<file path="config.mk">
export PLATFORM = sky130hd
export DESIGN_NAME = rank_order_filter
export DESIGN_NICKNAME = d
export VERILOG_FILES = /design/src/rtl/img_pkg.sv /design/src/rtl/cmp_swap.sv /design/src/rtl/rank_order_filter.sv
export SDC_FILE = /design/constraint.sdc
export NUM_CORES = 2
export LEC_CHECK = 0
export BUFFER_PORTS_ARGS = -buffer_cell sky130_fd_sc_hd__buf_2
export CAP_MARGIN = 10
export CORE_ASPECT_RATIO = 0.6
export CORE_MARGIN = 8
export CORE_UTILIZATION = 32
export CTS_CLUSTER_DIAMETER = 60
export DETAILED_ROUTE_END_ITERATION = 8
export MAX_ROUTING_LAYER = met4
export PLACE_DENSITY = 0.6
export SETUP_SLACK_MARGIN = 0.2
export SYNTH_ARGS = -nofsm -noshare
export SYNTH_HDL_FRONTEND = slang
export SYNTH_SLANG_ARGS = --single-unit
</file>
<file path="constraint.sdc">
create_clock -name i_clk -period 33.7 [get_ports i_clk]
set_input_delay 6.74 -clock i_clk [delete_from_list [all_inputs] [get_ports i_clk]]
set_output_delay 6.74 -clock i_clk [all_outputs]
set_load 0.02 [all_outputs]
</file>
<file path="src/rtl/img_pkg.sv">
// Shared constants for the image-processing datapath: default pixel width,
// the 3x3 window size and the rank positions for erode/denoise/dilate.
package img_pkg;
  localparam int DATA_W_DEF = 8;
  localparam int WIN_3X3    = 9;
  localparam int RANK_MIN   = 0;

  function automatic int rank_med(input int win);
    return (win - 1) / 2;
  endfunction

  function automatic int rank_max(input int win);
    return win - 1;
  endfunction
endpackage

</file>
<file path="src/rtl/cmp_swap.sv">
// Combinational compare-exchange of two unsigned pixels. Equal inputs pass
// straight through, so the network never swaps equal values.
module cmp_swap #(
  parameter int DATA_W = 8
) (
  input  logic [DATA_W-1:0] a,
  input  logic [DATA_W-1:0] b,
  output logic [DATA_W-1:0] lo,
  output logic [DATA_W-1:0] hi
);
  always_comb begin
    lo = a;
    hi = b;
    if (a > b) begin
      lo = b;
      hi = a;
    end
  end
endmodule

</file>
<file path="src/rtl/rank_order_filter.sv">
// Pipelined rank-order filter: registered odd-even transposition sort of a
// WIN-pixel window, then per-beat selection of the min/median/max (any rank).
module rank_order_filter
  import img_pkg::*;
#(
  parameter int DATA_W = DATA_W_DEF,
  parameter int WIN    = WIN_3X3,
  parameter int RANK_W = $clog2(WIN)
) (
  input  logic                    i_clk,
  input  logic                    i_rst,
  input  logic [WIN*DATA_W-1:0]   i_pixel_data,
  input  logic                    i_pixel_data_valid,
  input  logic [RANK_W-1:0]       i_rank,
  output logic                    o_ready,
  output logic [DATA_W-1:0]       o_filter_data,
  output logic                    o_filter_data_valid,
  input  logic                    i_ready
);
  typedef logic [WIN-1:0][DATA_W-1:0] win_t;

  logic              adv;
  win_t              data_ps [WIN+1];
  logic [RANK_W-1:0] rank_ps [WIN+1];
  logic [WIN:0]      vld_ps;
  win_t              nxt_ps  [WIN];
  logic [DATA_W-1:0] data_sel_p;
  logic              vld_sel_p;

  // Ranks beyond the window (non power-of-two WIN) saturate to the maximum.
  function automatic logic [RANK_W-1:0] clamp_rank(input logic [RANK_W-1:0] r);
    if (r > RANK_W'(WIN - 1)) return RANK_W'(WIN - 1);
    return r;
  endfunction

  assign adv     = ~o_filter_data_valid | i_ready;
  assign o_ready = adv;

  // Stages 1..WIN: odd stages pair (0,1),(2,3)..; even stages pair (1,2),(3,4)..
  for (genvar s = 1; s <= WIN; s++) begin : g_stage
    localparam int P = (s % 2 == 1) ? 0 : 1;
    for (genvar k = 0; k < WIN; k++) begin : g_lane
      localparam bit IS_LO = (k >= P) && ((k - P) % 2 == 0) && (k + 1 < WIN);
      localparam bit IS_HI = (k >= P + 1) && ((k - 1 - P) % 2 == 0);
      if (IS_LO) begin : g_cs
        cmp_swap #(.DATA_W(DATA_W)) u_cs (
          .a  (data_ps[s-1][k]),
          .b  (data_ps[s-1][k+1]),
          .lo (nxt_ps[s-1][k]),
          .hi (nxt_ps[s-1][k+1])
        );
      end else if (!IS_HI) begin : g_pass
        assign nxt_ps[s-1][k] = data_ps[s-1][k];
      end
    end
  end

  // Data path: stage 0 capture, WIN sort stages, rank-select stage
  always_ff @(posedge i_clk) begin
    if (adv) begin
      data_ps[0] <= i_pixel_data;
      rank_ps[0] <= i_rank;
      for (int s = 1; s <= WIN; s++) begin
        data_ps[s] <= nxt_ps[s-1];
        rank_ps[s] <= rank_ps[s-1];
      end
      data_sel_p <= data_ps[WIN][clamp_rank(rank_ps[WIN])];
    end
  end

  // Control path and output register; the output pixel only updates on valid beats
  always_ff @(posedge i_clk) begin
    if (i_rst) begin
      vld_ps              <= '0;
      vld_sel_p           <= 1'b0;
      o_filter_data_valid <= 1'b0;
      o_filter_data       <= '0;
    end else if (adv) begin
      vld_ps              <= {vld_ps[WIN-1:0], i_pixel_data_valid};
      vld_sel_p           <= vld_ps[WIN];
      o_filter_data_valid <= vld_sel_p;
      if (vld_sel_p) o_filter_data <= data_sel_p;
    end
  end
endmodule

</file>
==> parameters.txt <==
Parameter                              Value

STA
  Final hold violation count ... 0
  Setup Total Neg Slack ... 0 ns
  Worst Clk Skew ... 0.0364 ns
  Final count of negative-setup-slack endpoints ... 0
  Tightest slew margin relative to the limit ... 22.4%
  Pins over their slew limit ... 0
  Setup slack of the critical path after layout ... 19.22 ns
  Transition time at the pin with the least slew margin ... 1.16 ns
  Final worst path period share ... 43.0%
  Setup repair after global routing missed its margin ... no
  Fmax achieved ... 69.1 MHz
  Worst-case hold slack ... 0.413 ns
  Clock period minus final worst setup slack ... 14.48 ns

Route
  ANT nets after route ... 0
  DR DRC count ... 0
  Length of the first detailed-routing pass in iterations ... 6
  Mean routed wirelength per cell ... 16.4 microns
  Via total after detailed routing ... 29600
  Iter 0 DRT Violations ... 2527
  Total wire length ... 93300 microns
  Vias per std cell ... 5.21

Finish
  Utilization after layout ... 35.6%
  Final instance count without filler cells ... 5673
  Area of all placed cells without fillers ... 0.0486 sq mm
  Most common cell after layout, fill and taps aside ... sky130_fd_sc_hd__edfxtp_1
  Layout cell share with drive strength beyond 1 ... 11.7%
  Antenna diode instance count ... 0
  Nets@finish ... 4157
  Area growth, synth to finish ... 10.5%
  Leading cell types in the layout, fill and taps excluded ... sky130_fd_sc_hd__edfxtp_1 (768), sky130_fd_sc_hd__nand2_1 (444), sky130_fd_sc_hd__o21ai_1 (326)
  Fill cell total of the finished layout ... 13200

Worst setup path
  Data required, critical path ... 26.96 ns
  Maximum net fanout on the critical path ... 61
  CP Class ... in2out
  Nature of the critical path startpoint ... input pin
  Critical path arrival ... 7.74 ns
  Type of destination of the critical path ... output pin

CTS
  Maximum clock insertion buffer count ... 3
  Post-cts sizing count ... 0
  Clock root buffer ... sky130_fd_sc_hd__clkbuf_16
  Clock Latency Late Sink ... 0.67 ns
  Clock tree from TritonCTS ... built
  Clk pin slew, worst setup/hold paths ... 0.06 ns
  Buffers inserted by post-CTS timing repair ... 0
  Clk sinks ... 788
  TritonCTS Buffers ... 81
  Deepest level of the CTS H-tree ... 3
  Post-CTS Hold Buffers ... 0

Placement
  Final weighted congestion in routability-driven placement ... 0.825
  Dpl ws ... 19.23 ns
  Inst Count DP ... 5523
  Placement-stage cell area ... 0.0461 sq mm
  Placed wire-length estimate ... 64800 microns
  Port-buffer cells ... 89

GRT
  Number of global-route vias before repair ... 27200
  All-Layer GR Usage ... 12.4%
  Maximum number of pins on one net before global-route repair ... 168
  Number of antenna violations at the first check in global routing ... 0
  GRT Residual Overflow ... 0
  First-pass GRT wire length ... 150000 microns

Pwr
  PD cells ... 113 mW/mm^2
  Overall Power ... 5.48 mW
  P_leak ... 19.3 nW
  Maximum vdd ir drop ... 0.0483 mV

Floorplanning
  Initial Util ... 32.2%
  Boundary Pins ... 90
  DIE AREA ... 0.150 sq mm
  Number of placement rows ... 105
  Core Box Area ... 0.137 sq mm
  Die Y ... 303 microns
  Chip Width ... 495 microns

Synthesis
  Post-synth cell types ... 41
  Portion of the post-synthesis area used by sequential elements ... 53.4%
  Syn Inst Count ... 3771
  Number of warning messages in the yosys log ... 0
  Post-Syn Area per Cell ... 11.7 sq um
  Share of synthesized flip-flops with an asynchronous set or reset ... 0%
  Synthesized net count ... 4139
  Synth top area share ... 52.4%
  Count of state elements after synthesis ... 788
  Cells taking the most area after synthesis ... sky130_fd_sc_hd__edfxtp_1 (52%), sky130_fd_sc_hd__ha_1 (8.2%), sky130_fd_sc_hd__a221o_1 (6.6%)
  Cell accounting for the most synthesized area ... sky130_fd_sc_hd__edfxtp_1
  Post-synth EDFFs ... 768
  Prevailing post-synth register cell ... sky130_fd_sc_hd__edfxtp_1
  Netlist area before placement ... 0.0440 sq mm

Status
  Run status ... finished clean

Flow run
  Maximum Capacitance Violations ... 0

Min path
  Worst hold path type ... reg2reg
-- Yosys cell counts, types with 18 or more instances --
cell type / count
sky130_fd_sc_hd__inv_1: 307
sky130_fd_sc_hd__nor2_1: 52
sky130_fd_sc_hd__nand2b_1: 19
sky130_fd_sc_hd__nand4_2: 19
sky130_fd_sc_hd__nor3b_2: 18
sky130_fd_sc_hd__a221o_1: 288
sky130_fd_sc_hd__buf_2: 79
sky130_fd_sc_hd__mux2_2: 64
sky130_fd_sc_hd__a21oi_1: 145
sky130_fd_sc_hd__nor2b_1: 19
sky130_fd_sc_hd__nand3_1: 296
sky130_fd_sc_hd__o21ai_0: 39
sky130_fd_sc_hd__dfxtp_1: 20
sky130_fd_sc_hd__o21ai_2: 34
sky130_fd_sc_hd__and4_1: 35
sky130_fd_sc_hd__o211ai_1: 18
sky130_fd_sc_hd__nand4_1: 18
sky130_fd_sc_hd__edfxtp_1: 768
sky130_fd_sc_hd__mux2i_1: 32
sky130_fd_sc_hd__ha_1: 288
sky130_fd_sc_hd__buf_4: 18
sky130_fd_sc_hd__o21ai_1: 344
sky130_fd_sc_hd__mux2_1: 176
sky130_fd_sc_hd__nand2_1: 444
sky130_fd_sc_hd__clkbuf_1: 82
sky130_fd_sc_hd__o221a_2: 38
sky130_fd_sc_hd__a211oi_1: 33
-- worst max-delay path: stages --
cell and delay [ns]:
sky130_fd_sc_hd__buf_2 0.07, sky130_fd_sc_hd__nor2b_1 0.03, sky130_fd_sc_hd__buf_4 0.19, sky130_fd_sc_hd__inv_8 0.32, sky130_fd_sc_hd__buf_2 0.29
-- logic make-up after synthesis --
| logic type | share of synthesized area, % |
|---|---|
| compound gates | 16.0 |
| simple gates | 10.5 |
| flops | 53.4 |
| buf+inv | 4.66 |
| fa+ha+maj | 8.19 |
| mux | 7.28 |
-- final cells by class --
cell class | count | area, sq um | share of cell area [%]
flip-flops and latches | 788 | 23500 | 48.3
multi-input cells | 2492 | 18500 | 38.1
well taps | 1819 | 2280 | 4.68
clock buffers | 101 | 2100 | 4.33
inverters | 308 | 1160 | 2.39
repair buffers | 118 | 691 | 1.42
clock inverters | 47 | 367 | 0.754
-- worst paths after layout --
path / start / to / slack [ns] / cells after the start
max: i_ready / o_ready / 19.22 / 5
min: rank_ps[2][3] / rank_ps[3][3] / 0.41 / 0
max reg2reg: o_filter_data_valid / data_ps[0][19] / 28.14 / 8
min reg2reg: rank_ps[2][3] / rank_ps[3][3] / 0.41 / 0
-- power by group --
group / total, mW / internal, mW / leakage (nW) / switching [mW]
Sequential: 2.11 / 1.72 / 8.06 / 0.391
Combinational: 2.52 / 1.17 / 10.1 / 1.36
Clock: 0.853 / 0.458 / 1.18 / 0.395
-- flip-flops by register name, summed over array words and instances (netlist names) --
signal	count
data_ps	720
data_sel_p	8
o_filter_data	8
o_filter_data_valid	1
rank_ps	40
vld_ps	10
vld_sel_p	1
-- per-layer routing --
| metal | vias to the layer above | global-route usage (%) | part of all wire, % |
|---|---|---|---|
| li1 | 14600 | - | - |
| met1 | 14200 | 19.0 | 53 |
| met2 | 652 | 17.1 | 41 |
| met3 | 102 | 2.10 | 4.9 |
| met4 | 0 | 2.36 | 1.5 |
| met5 | - | - | 0 |
(Power assumes the default switching activity.)
